<file path="config.mk">
export PLATFORM = sky130hd
export DESIGN_NAME = fetch_unit_flat
export DESIGN_NICKNAME = d
export VERILOG_FILES = /design/src/rtl/tamarisc_pkg.sv /design/src/rtl/fetch_unit_if.sv /design/src/rtl/fetch_fifo.sv /design/src/rtl/fetch_fifo_chk.sv /design/src/rtl/fetch_unit.sv /design/src/flat_wrapper.sv
export SDC_FILE = /design/constraint.sdc
export NUM_CORES = 1
export LEC_CHECK = 0
export ABC_AREA = 1
export BUFFER_PORTS_ARGS = -buffer_cell sky130_fd_sc_hd__buf_2
export CORE_MARGIN = 8
export CORE_UTILIZATION = 25
export CTS_CLUSTER_SIZE = 28
export DETAILED_ROUTE_END_ITERATION = 7
export GPL_ROUTABILITY_DRIVEN = 0
export SYNTH_ARGS = -nofsm -noshare
export SYNTH_HDL_FRONTEND = slang
export SYNTH_HIERARCHICAL = 1
export SYNTH_SLANG_ARGS = --single-unit
export TNS_END_PERCENT = 20
</file>
<file path="constraint.sdc">
create_clock -name clk_i -period 2.5 [get_ports clk_i]
set_input_delay 0.375 -clock clk_i [delete_from_list [all_inputs] [get_ports clk_i]]
set_output_delay 0.375 -clock clk_i [all_outputs]
set_load 0.01 [all_outputs]
</file>
<file path="src/rtl/tamarisc_pkg.sv">
// ---------------------------------------------------------------------------
// tamarisc_pkg
//   Shared types and constants for the instruction fetch stage.
//   - NOP_INSTR      : canonical RISC-V NOP (addi x0,x0,0), shown to decode when
//                      nothing valid is at the head of the fetch buffer.
//   - fetch_state_e  : fetch FSM state encoding.
//   - fetch_entry_t  : one buffered fetch result (PC, instruction word, flags).
//   - word_addr()    : word-aligned form of a PC.
//   - pc_misaligned(): PC is not on a 4-byte boundary.
// ---------------------------------------------------------------------------
package tamarisc_pkg;

  localparam logic [31:0] NOP_INSTR = 32'h0000_0013;

  typedef enum logic [2:0] {
    FS_IDLE     = 3'd0,
    FS_REQ      = 3'd1,
    FS_WAIT_RSP = 3'd2,
    FS_DISCARD  = 3'd3,
    FS_HALT     = 3'd4
  } fetch_state_e;

  typedef struct packed {
    logic [31:0] pc;
    logic [31:0] instr;
    logic        fault;
    logic        misalign;
  } fetch_entry_t;

  function automatic logic [31:0] word_addr(input logic [31:0] pc);
    return {pc[31:2], 2'b00};
  endfunction

  function automatic logic pc_misaligned(input logic [31:0] pc);
    return (pc[1:0] != 2'b00);
  endfunction

endpackage

</file>
<file path="src/rtl/fetch_unit_if.sv">
// ---------------------------------------------------------------------------
// fetch_unit_if
//   Instruction memory read bus (req/gnt/rvalid).
//   req    : read request            (master -> slave)
//   addr   : word address            (master -> slave)
//   gnt    : request accepted        (slave -> master)
//   rvalid : read data valid         (slave -> master), one per grant, in order
//   rdata  : read data               (slave -> master)
//   err    : bus error, qualified by rvalid (slave -> master)
// ---------------------------------------------------------------------------
interface fetch_unit_if;
  logic        req;
  logic [31:0] addr;
  logic        gnt;
  logic        rvalid;
  logic [31:0] rdata;
  logic        err;

  modport master (
    output req,
    output addr,
    input  gnt,
    input  rvalid,
    input  rdata,
    input  err
  );

  modport slave (
    input  req,
    input  addr,
    output gnt,
    output rvalid,
    output rdata,
    output err
  );
endinterface

</file>
<file path="src/rtl/fetch_fifo.sv">
// ---------------------------------------------------------------------------
// fetch_fifo
//   Synchronous FIFO of fetch_entry_t. Pointers wrap modulo DEPTH (power of two).
//   clear has priority over push/pop; push+pop on a full FIFO keeps the count.
//   Ports:
//     clk_i, rst_n_i : clock, asynchronous active-low reset
//     push / wdata   : write an entry
//     pop            : drop the head entry
//     clear          : discard all entries
//     full, empty    : occupancy flags
//     count          : number of stored entries ($clog2(DEPTH)+1 bits)
//     head           : oldest entry (valid when !empty)
// ---------------------------------------------------------------------------
module fetch_fifo
  import tamarisc_pkg::*;
#(
  parameter int DEPTH = 2
) (
  input  logic                       clk_i,
  input  logic                       rst_n_i,
  input  logic                       push,
  input  fetch_entry_t               wdata,
  input  logic                       pop,
  input  logic                       clear,
  output logic                       full,
  output logic                       empty,
  output logic [$clog2(DEPTH):0]     count,
  output fetch_entry_t               head
);

  localparam int AW = $clog2(DEPTH);
  localparam int CW = AW + 1;

  fetch_entry_t    mem_r [DEPTH];
  logic [AW-1:0]   wr_ptr_r;
  logic [AW-1:0]   rd_ptr_r;
  logic [CW-1:0]   count_r;

  // Pointer and occupancy bookkeeping; clear empties the buffer immediately.
  always_ff @(posedge clk_i or negedge rst_n_i) begin
    if (!rst_n_i) begin
      wr_ptr_r <= '0;
      rd_ptr_r <= '0;
      count_r  <= '0;
    end else if (clear) begin
      wr_ptr_r <= '0;
      rd_ptr_r <= '0;
      count_r  <= '0;
    end else begin
      if (push) begin
        wr_ptr_r <= wr_ptr_r + AW'(1);
      end else begin
        wr_ptr_r <= wr_ptr_r;
      end
      if (pop) begin
        rd_ptr_r <= rd_ptr_r + AW'(1);
      end else begin
        rd_ptr_r <= rd_ptr_r;
      end
      case ({push, pop})
        2'b10:   count_r <= count_r + CW'(1);
        2'b01:   count_r <= count_r - CW'(1);
        default: count_r <= count_r;
      endcase
    end
  end

  // Entry storage; a push on full+pop overwrites the slot being read out this cycle.
  always_ff @(posedge clk_i or negedge rst_n_i) begin
    if (!rst_n_i) begin
      for (int i = 0; i < DEPTH; i++) begin
        mem_r[i] <= '0;
      end
    end else if (push && !clear) begin
      mem_r[wr_ptr_r] <= wdata;
    end
  end

  assign full  = (count_r == CW'(DEPTH));
  assign empty = (count_r == CW'(0));
  assign count = count_r;
  assign head  = mem_r[rd_ptr_r];

  fetch_fifo_chk u_chk (
    .clk_i   (clk_i),
    .rst_n_i (rst_n_i),
    .push    (push),
    .pop     (pop),
    .clear   (clear),
    .full    (full),
    .empty   (empty)
  );

endmodule

</file>
<file path="src/rtl/fetch_fifo_chk.sv">
// ---------------------------------------------------------------------------
// fetch_fifo_chk
//   Simulation-only protocol checks for fetch_fifo.
//   Ports: clk_i, rst_n_i, push, pop, clear, full, empty (all observed only).
// ---------------------------------------------------------------------------
module fetch_fifo_chk (
  input logic clk_i,
  input logic rst_n_i,
  input logic push,
  input logic pop,
  input logic clear,
  input logic full,
  input logic empty
);

  // A push into a full buffer is only legal when the head leaves the same cycle.
  property p_no_overflow;
    @(posedge clk_i) disable iff (!rst_n_i)
      !(push && full && !pop && !clear);
  endproperty

  // The head may only be consumed while something is stored.
  property p_no_underflow;
    @(posedge clk_i) disable iff (!rst_n_i)
      !(pop && empty && !clear);
  endproperty

  a_no_overflow:  assert property (p_no_overflow)
    else $error("fetch_fifo: push while full without pop");
  a_no_underflow: assert property (p_no_underflow)
    else $error("fetch_fifo: pop while empty");

endmodule

</file>
<file path="src/rtl/fetch_unit.sv">
// ---------------------------------------------------------------------------
// fetch_unit
//   Instruction fetch stage between the PC stage and decode. Issues word reads
//   at pc_i (at most one outstanding), pulses incr_pc_o on each accepted grant,
//   buffers returned words with their PC and presents the oldest to decode.
//   A redirect (flush_i) empties the buffer and drops any in-flight response.
//   Ports:
//     clk_i, rst_n_i    : clock, asynchronous active-low reset
//     pc_i              : current fetch PC
//     flush_i           : redirect; PC stage loads its new value this cycle
//     stall_i           : decode cannot accept; head entry is held
//     incr_pc_o         : 1-cycle pulse, PC stage advances by 4
//     imem              : instruction memory bus (master side)
//     instr_valid_o     : head entry valid
//     instr_o           : head instruction (NOP when empty)
//     instr_pc_o        : PC of head instruction (0 when empty)
//     fetch_fault_o     : head entry returned a bus error
//     fetch_misalign_o  : head entry is a misaligned fetch
// ---------------------------------------------------------------------------
module fetch_unit
  import tamarisc_pkg::*;
#(
  parameter int DEPTH = 2
) (
  input  logic               clk_i,
  input  logic               rst_n_i,
  input  logic [31:0]        pc_i,
  input  logic               flush_i,
  input  logic               stall_i,
  output logic               incr_pc_o,
  fetch_unit_if.master       imem,
  output logic               instr_valid_o,
  output logic [31:0]        instr_o,
  output logic [31:0]        instr_pc_o,
  output logic               fetch_fault_o,
  output logic               fetch_misalign_o
);

  localparam int CW = $clog2(DEPTH) + 1;

  localparam logic [2:0] S_IDLE     = FS_IDLE;
  localparam logic [2:0] S_REQ      = FS_REQ;
  localparam logic [2:0] S_WAIT_RSP = FS_WAIT_RSP;
  localparam logic [2:0] S_DISCARD  = FS_DISCARD;
  localparam logic [2:0] S_HALT     = FS_HALT;

  logic [2:0]    state_r;
  logic [2:0]    state_nxt_s;
  logic [31:0]   pc_latch_r;
  logic          latch_pc_s;
  logic          req_s;
  logic          incr_s;
  logic          push_s;
  fetch_entry_t  push_entry_s;
  fetch_entry_t  rsp_entry_s;
  fetch_entry_t  mis_entry_s;
  logic          pop_s;
  logic          fifo_full_s;
  logic          fifo_empty_s;
  logic [CW-1:0] fifo_count_s;
  logic [CW-1:0] occ_s;
  fetch_entry_t  head_s;
  logic          misaligned_s;
  logic          room_now_s;
  logic          room_after_push_s;

  assign misaligned_s = pc_misaligned(pc_i);
  assign pop_s        = !fifo_empty_s && !stall_i;

  // Occupancy once this cycle's pop has left. There is never more than one
  // response outstanding and the FSM only waits for it after reserving a slot,
  // so "room" below already accounts for the in-flight word.
  assign occ_s             = fifo_count_s - CW'(pop_s);
  assign room_now_s        = !fifo_full_s || pop_s;
  assign room_after_push_s = (occ_s < CW'(DEPTH - 1));

  assign rsp_entry_s = '{pc: pc_latch_r, instr: imem.rdata, fault: imem.err, misalign: 1'b0};
  assign mis_entry_s = '{pc: pc_i, instr: NOP_INSTR, fault: 1'b0, misalign: 1'b1};

  // Fetch FSM: next state, bus request, PC advance and buffer push.
  always_comb begin
    state_nxt_s  = state_r;
    req_s        = 1'b0;
    incr_s       = 1'b0;
    latch_pc_s   = 1'b0;
    push_s       = 1'b0;
    push_entry_s = rsp_entry_s;
    case (state_r)
      S_IDLE: begin
        if (flush_i) begin
          state_nxt_s = S_IDLE;
        end else if (room_now_s) begin
          if (misaligned_s) begin
            push_s       = 1'b1;
            push_entry_s = mis_entry_s;
            state_nxt_s  = S_HALT;
          end else begin
            state_nxt_s = S_REQ;
          end
        end else begin
          state_nxt_s = S_IDLE;
        end
      end
      S_REQ: begin
        // Request is not held against flush: an ungranted request may be
        // retracted, but a grant arriving with the flush still owes a response.
        req_s = !misaligned_s;
        if (req_s && imem.gnt) begin
          latch_pc_s = 1'b1;
          if (flush_i) begin
            state_nxt_s = S_DISCARD;
          end else begin
            incr_s      = 1'b1;
            state_nxt_s = S_WAIT_RSP;
          end
        end else if (flush_i) begin
          state_nxt_s = S_IDLE;
        end else if (misaligned_s) begin
          push_s       = 1'b1;
          push_entry_s = mis_entry_s;
          state_nxt_s  = S_HALT;
        end else begin
          state_nxt_s = S_REQ;
        end
      end
      S_WAIT_RSP: begin
        if (imem.rvalid) begin
          if (flush_i) begin
            state_nxt_s = S_IDLE;
          end else begin
            push_s = 1'b1;
            if (imem.err) begin
              state_nxt_s = S_HALT;
            end else if (!room_after_push_s) begin
              state_nxt_s = S_IDLE;
            end else if (misaligned_s) begin
              state_nxt_s = S_REQ;
            end else begin
              // Back-to-back: the next request goes out in the response cycle.
              req_s = 1'b1;
              if (imem.gnt) begin
                latch_pc_s  = 1'b1;
                incr_s      = 1'b1;
                state_nxt_s = S_WAIT_RSP;
              end else begin
                state_nxt_s = S_REQ;
              end
            end
          end
        end else if (flush_i) begin
          state_nxt_s = S_DISCARD;
        end else begin
          state_nxt_s = S_WAIT_RSP;
        end
      end
      S_DISCARD: begin
        if (imem.rvalid) begin
          state_nxt_s = S_IDLE;
        end else begin
          state_nxt_s = S_DISCARD;
        end
      end
      S_HALT: begin
        if (flush_i) begin
          state_nxt_s = S_IDLE;
        end else begin
          state_nxt_s = S_HALT;
        end
      end
      default: begin
        state_nxt_s = S_IDLE;
      end
    endcase
  end

  // State register.
  always_ff @(posedge clk_i or negedge rst_n_i) begin
    if (!rst_n_i) begin
      state_r <= S_IDLE;
    end else begin
      state_r <= state_nxt_s;
    end
  end

  // PC of the outstanding request, captured on grant.
  always_ff @(posedge clk_i or negedge rst_n_i) begin
    if (!rst_n_i) begin
      pc_latch_r <= '0;
    end else if (latch_pc_s) begin
      pc_latch_r <= pc_i;
    end else begin
      pc_latch_r <= pc_latch_r;
    end
  end

  fetch_fifo #(
    .DEPTH (DEPTH)
  ) u_fifo (
    .clk_i   (clk_i),
    .rst_n_i (rst_n_i),
    .push    (push_s),
    .wdata   (push_entry_s),
    .pop     (pop_s),
    .clear   (flush_i),
    .full    (fifo_full_s),
    .empty   (fifo_empty_s),
    .count   (fifo_count_s),
    .head    (head_s)
  );

  assign incr_pc_o   = incr_s;
  assign imem.req    = req_s;
  assign imem.addr   = req_s ? word_addr(pc_i) : 32'h0000_0000;

  assign instr_valid_o    = !fifo_empty_s;
  assign instr_o          = fifo_empty_s ? NOP_INSTR : head_s.instr;
  assign instr_pc_o       = fifo_empty_s ? 32'h0000_0000 : head_s.pc;
  assign fetch_fault_o    = !fifo_empty_s && head_s.fault;
  assign fetch_misalign_o = !fifo_empty_s && head_s.misalign;

endmodule
</file>
<file path="src/flat_wrapper.sv">
// flat-port wrapper written by rule: the top's interface ports become plain ports
module fetch_unit_flat import tamarisc_pkg::*;
#(
  parameter int DEPTH = 2
)
  (clk_i, rst_n_i, pc_i, flush_i, stall_i, incr_pc_o, instr_valid_o, instr_o, instr_pc_o, fetch_fault_o, fetch_misalign_o, imem_req, imem_addr, imem_gnt, imem_rvalid, imem_rdata, imem_err);
  fetch_unit_if imem_i ();
  input  logic clk_i;
  input  logic rst_n_i;
  input  logic [31:0] pc_i;
  input  logic flush_i;
  input  logic stall_i;
  output logic incr_pc_o;
  output logic instr_valid_o;
  output logic [31:0] instr_o;
  output logic [31:0] instr_pc_o;
  output logic fetch_fault_o;
  output logic fetch_misalign_o;
  output wire logic [$bits(imem_i.req)-1:0] imem_req;
  output wire logic [$bits(imem_i.addr)-1:0] imem_addr;
  input wire logic [$bits(imem_i.gnt)-1:0] imem_gnt;
  input wire logic [$bits(imem_i.rvalid)-1:0] imem_rvalid;
  input wire logic [$bits(imem_i.rdata)-1:0] imem_rdata;
  input wire logic [$bits(imem_i.err)-1:0] imem_err;
  assign imem_req = imem_i.req;
  assign imem_addr = imem_i.addr;
  assign imem_i.gnt = imem_gnt;
  assign imem_i.rvalid = imem_rvalid;
  assign imem_i.rdata = imem_rdata;
  assign imem_i.err = imem_err;
  fetch_unit #(.DEPTH(DEPTH)) u_core (.clk_i(clk_i), .rst_n_i(rst_n_i), .pc_i(pc_i), .flush_i(flush_i), .stall_i(stall_i), .incr_pc_o(incr_pc_o), .imem(imem_i), .instr_valid_o(instr_valid_o), .instr_o(instr_o), .instr_pc_o(instr_pc_o), .fetch_fault_o(fetch_fault_o), .fetch_misalign_o(fetch_misalign_o));
endmodule
</file>
== Word level (Yosys, flattened, before mapping) ==
Index checks and enable logic that the tools add are counted.
Operators by class
  magnitude comparators: 4
  multiplexer cells: 60
  equal/unequal tests: 7
  bitwise logic cells: 2
  add/sub/neg operators: 5
  reductions and logical operators: 18
Operators by type and width (count)
  $mux 66: 9
  $bwmux 132: 1
  $pmux 66 s2: 1
  $mux 32: 3
  $demux 66 s1: 1
  $mux 3: 11
  $mux 1: 25
  $pmux 3 s5: 1
  $eq 3x2->1 const B: 2
  $logic_and 1x1->1: 6
  $mux 2: 3
  $pmux 1 s2: 3
  $reduce_bool 2->1: 3
  $logic_not 1->1: 5
  $eq 2x2->1 const B: 2
  $ge 2x2->1 const B: 2
  $lt 2x1->1 const B: 2
  $not 1->2: 2
  $pmux 2 s2: 1
  $eq 3x1->1 const B: 1
  $eq 3x3->1 const B: 1
  $logic_not 3->1: 1
  $pmux 1 s3: 1
  $reduce_bool 3->1: 1
  7 further kinds: 8
Word-level totals
  bits in registers: 171
  output and inout bits: 101
  input port bits: 71
  word-level logic and storage cells: 109

== Longest topological paths before layout ==
Gate-level depths: netlist of the first run.
  word-level depth: 11
  gate-level depth with buffers: 16
  gate-level depth less buffers: 13

== Modules after synthesis ==
The synthesis of the first run kept the hierarchy.
By module, submodules not included
  fetch_fifo: cells an instance 595, times used 1, area each 6013.3 um^2, sequential area each 3403.3 um^2
  fetch_unit: cells an instance 534, times used 1, area each 3037.9 um^2, sequential area each 875.8 um^2

== Least setup slack after synthesis of the first run ==
No wires, ideal clock.
  kind: register -> output
  start point: reg u_core.u_fifo.count_r[0], in the netlist u_core/u_fifo/count[0]
  end point: out imem_addr[10]
  stages on the path, launching flop included: 14
  path buffers: 4
  data arrival time: 2.348 ns
  slack: -0.223 ns
  data required time: 2.125 ns
  cells stage by stage: dfrtp_1 nor2_1 buf_2 clkbuf_1 buf_1 nor2_1 ha_1 nand2_1 nor2_1 nand3_2 nand2_4 inv_2 buf_6 nor2_1
On the way
  word-level cells in the longest chain between the ends: 11
Ends and longest elaborated chain
  start, declared: line fetch_fifo.sv:37  | logic [CW-1:0] count_r;
  start signal, assigned: line fetch_fifo.sv:61  | 2'b10: count_r <= count_r + CW'(1);
  start signal, assigned: line fetch_fifo.sv:62  | 2'b01: count_r <= count_r - CW'(1);
  start signal, assigned: line fetch_fifo.sv:63  | default: count_r <= count_r;
  $logic_not 2->1: line fetch_fifo.sv:80  | assign empty = (count_r == CW'(0));
  via u_core.fifo_empty_s: line fetch_unit.sv:59  | logic fifo_empty_s;
  $logic_not 1->1: line fetch_unit.sv:68  | assign pop_s = !fifo_empty_s && !stall_i;
  $logic_and 1x1->1: line fetch_unit.sv:68
  via u_core.pop_s: line fetch_unit.sv:57  | logic pop_s;
  $sub 2x1->2: line fetch_unit.sv:73  | assign occ_s = fifo_count_s - CW'(pop_s);
  $lt 2x1->1: line fetch_unit.sv:75  | assign room_after_push_s = (occ_s < CW'(DEPTH - 1));
  $mux 1: line fetch_unit.sv:134  | end else if (!room_after_push_s) begin
  $mux 1: line fetch_unit.sv:132  | if (imem.err) begin
  $mux 1: line fetch_unit.sv:128  | if (flush_i) begin
  $mux 1: line fetch_unit.sv:127  | if (imem.rvalid) begin
  $pmux 1 s2: line fetch_unit.sv:88  | case (state_r)
  $mux 32: line fetch_unit.sv:213  | assign imem.addr = req_s ? word_addr(pc_i) : 32'h0000_0000;
  end, declared: line flat_wrapper.sv:20  | output wire logic [$bits(imem_i.addr)-1:0] imem_addr;
The timed path passes the listed nets, and every way through them passes these cells.

== Worst setup path in the final report of the first run ==
  start point: reg u_core.u_fifo.count_r[0], in the netlist u_core/u_fifo/count[0]
  end point: out incr_pc_o
On the way
  word-level cells in the longest chain between the ends: 10
Ends and longest elaborated chain
  $logic_not 2->1: line fetch_fifo.sv:80
  via u_core.fifo_empty_s: line fetch_unit.sv:59
  $logic_not 1->1: line fetch_unit.sv:68
  $logic_and 1x1->1: line fetch_unit.sv:68
  via u_core.pop_s: line fetch_unit.sv:57
  $sub 2x1->2: line fetch_unit.sv:73
  $lt 2x1->1: line fetch_unit.sv:75
  $mux 1: line fetch_unit.sv:134
  $mux 1: line fetch_unit.sv:132
  $mux 1: line fetch_unit.sv:128
  $mux 1: line fetch_unit.sv:127
  $pmux 1 s2: line fetch_unit.sv:88
  end, declared: line flat_wrapper.sv:13  | output logic incr_pc_o;
The timed path passes the listed nets, and every way through them passes these cells.

==> impl_metrics.py, run 1 <==
metrics = {
    "place": {
        "dp_hpwl_um": 16510,
        "port_buffers": 169,
        "pre_cts_slack_ns": 0.1213,
    },
    "power": {
        "p_total_w": 0.01069,
        "vdd_drop_max_v": 0.0004672,
        "power.leakage_nw": 5.789,
        "power_density_nw_per_um2": 967.3,
    },
    "setup_path": {
        "crit_fanout": 3,
        "arrival_ns": 2.04,
        "critPathCaptureType": "primary output",
        "path_class": "flip-flop to primary output",
        "startpoint_type": "flip-flop",
        "worstPathRequired_ns": 2.12,
    },
    "grt": {
        "grt_usage": 0.1144,
        "antenna_found_initial": 0,
        "grt_first_pass_wirelength_um": 38910,
        "grt.overflow.total": 0,
        "grt_max_degree": 73,
        "grt_pass1_vias": 7441,
    },
    "detailed_routing": {
        "routed_wl_um": 23690,
        "drc": 0,
        "wire_per_inst_um": 13.48,
        "num_vias": 7337,
        "drt_iter0_drc": 379,
        "drtAntennaViolNets": 0,
        "drt_first_pass_iters": 5,
        "vias_per_cell": 4.173,
    },
    "logic_synthesis": {
        "ys_top_cells_by_area": "dfrtp_1 (47%), nand2_1 (10%), inv_1 (8.3%)",
        "yosys_warnings": 6,
        "ys.flop_type": "dfrtp_1",
        "syn_inst": 1129,
        "synth-async-reset-ratio": 1.000,
        "synth_edf_count": 0,
        "synth_top_cell_by_area": "dfrtp_1",
        "avgSynthCellArea_um2": 8.017,
        "synth_area_um2": 9051,
        "synthDistinctLibCells": 35,
        "yosysSeqAreaShare": 0.4728,
        "synth_seq_cells": 171,
        "synth_top_area_frac": 0.4728,
    },
    "clocking": {
        "cts_tree": "yes",
        "clkSinkCount": 171,
        "root_buffer": "clkbuf_16",
        "h-tree-depth": 4,
        "clk_pin_slew_ns": 0.08,
        "cts_made_buffers": 17,
        "cts_buffer_depth": 2,
        "clock_latency_ns": 0.44,
    },
    "floorplanning": {
        "fp.coreArea_um2": 35660,
        "pin_count": 172,
        "die_width_um": 206.3,
        "die_h_um": 206.3,
        "start_util": 0.2539,
        "rows": 69,
        "die-area_um2": 42550,
    },
    "finish": {
        "area.growth.synth_to_final_pct": 22.09,
        "num-fill-cells": 3854,
        "fin_nets": 1356,
        "n_antenna_cell": 0,
        "drive_gt1_frac": 0.2675,
        "layout_commonest_cell": "nand2_1",
        "final_cell_mix": "nand2_1 (246), inv_1 (199), buf_2 (168), dfrtp_1 (168), nor2_1 (126)",
    },
    "sta": {
        "rsz0062_at_grt": "true",
        "fin_worst_skew_ns": 0.007326,
        "fin_hold_ws_ns": 0.1735,
        "slew_viol_final": 0,
        "layout_setup_ws_ns": 0.08308,
        "fin_setup_tns_ns": 0,
        "setup_viol": 0,
        "hold_violations": 0,
        "slew_headroom": 0.6463,
        "timing.final.crit_share": 0.9668,
        "fmax_mhz": 413.8,
        "fin_crit_ns": 2.417,
        "worstMarginPinSlew_ns": 0.5305,
    },
    "status": {
        "status": "complete, no violations",
    },
    "hold_path": {
        "worstHoldPathType": "primary input to flip-flop",
    },
    "job": {
        "drv_cap": 0,
    },
}
==> where the power goes <==
part / switching, W / total (W) / internal [W]
logic: 0.00226 / 0.00396 / 0.00170
registers: 0.000468 / 0.00412 / 0.00365
clock network: 0.00127 / 0.00261 / 0.00133
==> per-stage QoR <==
stage / instances / area, µm² / util
3_5_place_dp: 1713 / 10290 / 0.2886
3_3_place_gp: 1713 / 10290 / 0.2886
5_1_grt: 1758 / 11050 / 0.3099
2_1_floorplan: 1130 / 9057 / -
6_report: 1758 / 11050 / 0.3099
4_1_cts: 1755 / 10980 / 0.3080
==> routing by layer <==
| layer | routed length [µm] | GRT usage | up-vias | share of wire |
|---|---|---|---|---|
| met2 | 10820 | 0.1843 | 175 | 0.46 |
| li1 | - | - | 3773 | - |
| met4 | 240 | 0.02930 | 0 | 0.010 |
| met3 | 1160 | 0.02821 | 13 | 0.049 |
| met1 | 11470 | 0.1517 | 3376 | 0.48 |
| met5 | 0 | 0 | - | 0 |
==> synth_stat cells (5+ instances only) <==
cell type	n
nand2_1	247
inv_1	201
dfrtp_1	171
nor2_1	132
o21ai_1	111
mux2_2	63
nand3_1	38
o21ai_0	37
buf_6	19
buf_2	17
clkbuf_1	17
o21ai_2	16
buf_4	13
inv_2	6
nand4_1	5
==> final cells by class <==
| type | instances | area (µm²) | share of cell area |
|---|---|---|---|
| flip-flops and latches | 171 | 4285 | 0.3878 |
| clock inverters | 15 | 155.1 | 0.01404 |
| inverters | 207 | 784.5 | 0.07099 |
| well taps | 461 | 576.8 | 0.05220 |
| repair buffers | 202 | 1236 | 0.1119 |
| clock buffers | 17 | 425.4 | 0.03850 |
| multi-input cells | 685 | 3587 | 0.3246 |
==> flip-flops by register name, indices dropped and copies added (netlist names) <==
name                    flops
u_core/pc_latch_r          32
u_core/state_r              3
u_core/u_fifo/wr_ptr_r      1
u_core/u_fifo/mem_r       132
u_core/u_fifo/count         2
u_core/u_fifo/rd_ptr_r      1
==> worst max-delay path: stages (launching register included) <==
cell and delay (ns):
dfrtp_2 0.40, nor2_4 0.05, nor2_2 0.17, ha_4 0.16, inv_2 0.03, nand2_1 0.07, nand2_2 0.07, nor2_4 0.09
nand3_2 0.09, nand2_4 0.12, buf_8 0.12, nand2_4 0.04, nor2_2 0.06, buf_2 0.13
==> cells by family after synthesis <==
logic type	Yosys count	synth area share
other	1	0.0004143
multiplexers	66	0.08211
flip-flops	171	0.4728
buffers and inverters	274	0.1371
adder cells (fa/ha/maj)	1	0.001382
AND/OR/NAND/NOR	444	0.2021
AO/OA/AOI/OAI	172	0.1041
==> what timing repair did <==
item                                    4_1_cts  5_1_grt
endpoints found under the setup margin       32       58
pin swaps                                     6        3
resized for setup                            12       10
endpoints found under the hold margin        48        0
hold buffers                                  1        0
buffers inserted                              9        3
==> final timing paths <==
path                                         from                 endpoint  slack [ns]  cells past startpoint
setup / recovery           u_core/u_fifo/count[0]                incr_pc_o        0.08                     13
hold / removal                           pc_i[21]    u_core/pc_latch_r[21]        0.17                      3
setup reg to reg           u_core/u_fifo/count[0]    u_core/pc_latch_r[31]        0.24                     16
hold reg to reg              u_core/pc_latch_r[3]     u_core/pc_latch_r[3]        0.47                      2
max in group asynchronous                 rst_n_i    u_core/pc_latch_r[31]        1.35                      3
min in group asynchronous                 rst_n_i  u_core/u_fifo/mem_r[10]        0.47                      2
No activity file was read; power rests on OpenSTA's default activity.
==> run 2, diff against run 1 <==
--- a/config.mk
+++ b/config.mk
@@ -7,11 +7,15 @@
 export LEC_CHECK = 0
 export ABC_AREA = 1
 export BUFFER_PORTS_ARGS = -buffer_cell sky130_fd_sc_hd__buf_2
+export CELL_PAD_IN_SITES_DETAIL_PLACEMENT = 0
+export CELL_PAD_IN_SITES_GLOBAL_PLACEMENT = 1
 export CORE_MARGIN = 8
 export CORE_UTILIZATION = 25
 export CTS_CLUSTER_SIZE = 28
 export DETAILED_ROUTE_END_ITERATION = 7
 export GPL_ROUTABILITY_DRIVEN = 0
+export PLACE_DENSITY_LB_ADDON = 0.1
+export SETUP_SLACK_MARGIN = 0.4
 export SYNTH_ARGS = -nofsm -noshare
 export SYNTH_HDL_FRONTEND = slang
 export SYNTH_HIERARCHICAL = 1
==> run 2 against run 1 <==
Against the previous run: total power up 17%; the flow now finishes with violations (setup timing); cell count is 0.97% higher; largest cell class is now multi-input combinational cells; fmax down 3.4%; flip-flop and latch count did not move; combinational power rose by 39%; wire length rose by 19%; core utilization is 4.7 points higher; worst setup slack worse by 0.084 ns; sequential share of layout area shrank 5.1 points; critical path depth shrank 1; global-route usage is 1.8 points higher; count of clock-buffer cells in the layout unchanged.
==> impl_metrics.py, run 2 (same netlist as run 1, synthesis figures left out) <==
metrics = {
    "status": {
        "status": "complete, but fails checks",
        "violations": "setup timing",
    },
    "floorplanning": {
        "fp.coreArea_um2": 35660,
        "start_util": 0.2539,
        "die_width_um": 206.3,
        "rows": 69,
        "die_h_um": 206.3,
        "die-area_um2": 42550,
        "pin_count": 172,
    },
    "detailed_routing": {
        "drc": 0,
        "wire_per_inst_um": 15.93,
        "vias_per_cell": 4.179,
        "drt_first_pass_iters": 4,
        "num_vias": 7418,
        "drt_iter0_drc": 329,
        "drtAntennaViolNets": 0,
        "routed_wl_um": 28270,
    },
    "sta": {
        "hold_violations": 0,
        "fin_worst_skew_ns": 0.008911,
        "rsz0062_at_grt": "true",
        "layout_setup_ws_ns": -0.001158,
        "timing.final.crit_share": 1.000,
        "fin_crit_ns": 2.501,
        "setup_viol": 1,
        "slew_viol_final": 0,
        "fin_setup_tns_ns": -0.001158,
        "fmax_mhz": 399.8,
    },
    "clocking": {
        "cts_made_buffers": 17,
        "root_buffer": "clkbuf_16",
        "cts_tree": "yes",
        "clock_latency_ns": 0.44,
        "clk_pin_slew_ns": 0.07,
        "h-tree-depth": 4,
        "cts_buffer_depth": 2,
        "clkSinkCount": 171,
    },
    "grt": {
        "grt_max_degree": 68,
        "antenna_found_initial": 1,
        "grt_usage": 0.1323,
        "grt_first_pass_wirelength_um": 43860,
        "grt_pass1_vias": 7794,
        "grt.overflow.total": 0,
    },
    "setup_path": {
        "startpoint_type": "flip-flop",
        "r2r_cells": 14,
        "r2r-start": "u_core/u_fifo/count[1]",
        "crit_buf_inv": 3,
        "cp-endpoint": "incr_pc_o",
        "slowest_stage": "dfrtp_2",
        "r2r_slack_ns": 0.36,
        "critical_path.startpoint": "u_core/u_fifo/count[1]",
        "rr_endpoint": "u_core/pc_latch_r[9]",
        "critPathTopFamily": "simple AND/OR/NAND/NOR gates",
        "crit_chain": "nor2_4 -> nor2_4 -> ha_4 -> nand2_4 -> nor2_4 -> nand3_2 -> nand2_4 -> buf_6 -> buf_12 -> nand2_4 -> nor2_2 -> buf_2",
        "crit_fanout": 3,
        "cp.depth": 12,
        "critPathCaptureType": "primary output",
        "arrival_ns": 2.13,
        "worstPathRequired_ns": 2.12,
        "critPathMaxStageDelay_ns": 0.42,
        "path_class": "flip-flop to primary output",
    },
    "place": {
        "dp_hpwl_um": 17810,
        "port_buffers": 169,
        "placedCellCount": 1711,
        "pre_cts_slack_ns": 0.2186,
    },
    "finish": {
        "final_cells": 1775,
        "multiInputGateArea_um2": 4462,
        "area.growth.synth_to_final_pct": 40.64,
        "n_antenna_cell": 0,
        "final_cell_mix": "nand2_1 (184), dfrtp_1 (168), inv_1 (136)",
        "layout_commonest_cell": "nand2_1",
        "fin_nets": 1373,
        "drive_gt1_frac": 0.4254,
        "reg_top3": "u_core/u_fifo/mem_r (132), u_core/pc_latch_r (32), u_core/state_r (3)",
        "final-seq-area_um2": 4285,
        "num-fill-cells": 3837,
        "top_register": "u_core/u_fifo/mem_r",
        "largest_reg_flops": 132,
    },
    "power": {
        "p_sw_w": 0.004673,
        "swShare": 0.3727,
        "p_int_w": 0.007866,
        "combPwrFrac": 0.440,
        "power.leakage_nw": 6.252,
        "power_density_nw_per_um2": 985.0,
        "p_total_w": 0.01254,
        "p_seq_frac": 0.335,
        "clkPwrFrac": 0.225,
        "vdd_drop_max_v": 0.0005156,
    },
    "hold_path": {
        "worstHoldPathType": "primary input to flip-flop",
    },
    "job": {
        "drv_cap": 0,
    },
}
==> run 2: power groups by stage <==
stage          clock, W  sequential (W)  combinational (W)
5_1_grt         0.00302         0.00431            0.00613
2_1_floorplan         0         0.00402            0.00278
3_5_place_dp          0         0.00416            0.00397
3_3_place_gp          0         0.00415            0.00395
4_1_cts         0.00293         0.00417            0.00508
6_report        0.00282         0.00421            0.00552
==> run 2: routing by layer <==
layer / track usage / wire length [µm]
met4: 0.03470 / 276
met1: 0.1744 / 13620
met5: 0 / 13
met2: 0.2155 / 13180
met3: 0.03072 / 1181
==> run 2: repair_timing <==
item                       4_1_cts  5_1_grt
buffers inserted                10       11
cloned                           7        3
hold buffers                     1        0
setup endpoints to repair      167      235
pin swaps                       16       55
hold endpoints to repair        48        0
resized for setup              244      137
==> run 2: final cells by class <==
cell class	count	share of cell area
sequential	171	0.3366
clock buffer	17	0.03342
tap	461	0.04531
multi-input combinational	685	0.3505
inverter	207	0.06517
clock inverter	15	0.01465
timing repair buffer	219	0.1543
==> run 2: through the flow <==
stage                     hold WS (ns)  area (µm²)    util
after floorplan                0.07941        9211       -
after global placement          0.3781       10460  0.2934
after detailed placement        0.3863       10460  0.2934
after CTS                       0.1494       12090  0.3392
after global routing            0.1658       12730  0.3570
final                           0.1782       12730  0.3570
==> run 2: how the worst min path moves through the flow <==
stage	slack (ns)	from	cells after the start	to
2_1_floorplan	0.08	rst_n_i	0	u_core/pc_latch_r[0]
3_3_place_gp	0.38	rst_n_i	1	u_core/u_fifo/mem_r[8]
3_5_place_dp	0.39	rst_n_i	1	u_core/u_fifo/mem_r[10]
4_1_cts	0.15	pc_i[22]	3	u_core/pc_latch_r[22]
5_1_grt	0.17	pc_i[11]	3	u_core/pc_latch_r[11]
6_report	0.18	pc_i[10]	3	u_core/pc_latch_r[10]
==> run 2: worst register-to-register path: stages, from the launching register on <==
cell and delay (ns):
dfrtp_2 0.42, nor2_4 0.14, nor2_4 0.06, ha_4 0.26
nand2_4 0.05, nor2_4 0.10, nand3_2 0.10, nand2_4 0.11
buf_6 0.12, buf_12 0.10, nand2_4 0.04, buf_4 0.15
buf_16 0.19, nand2_2 0.15, nand2_1 0.05
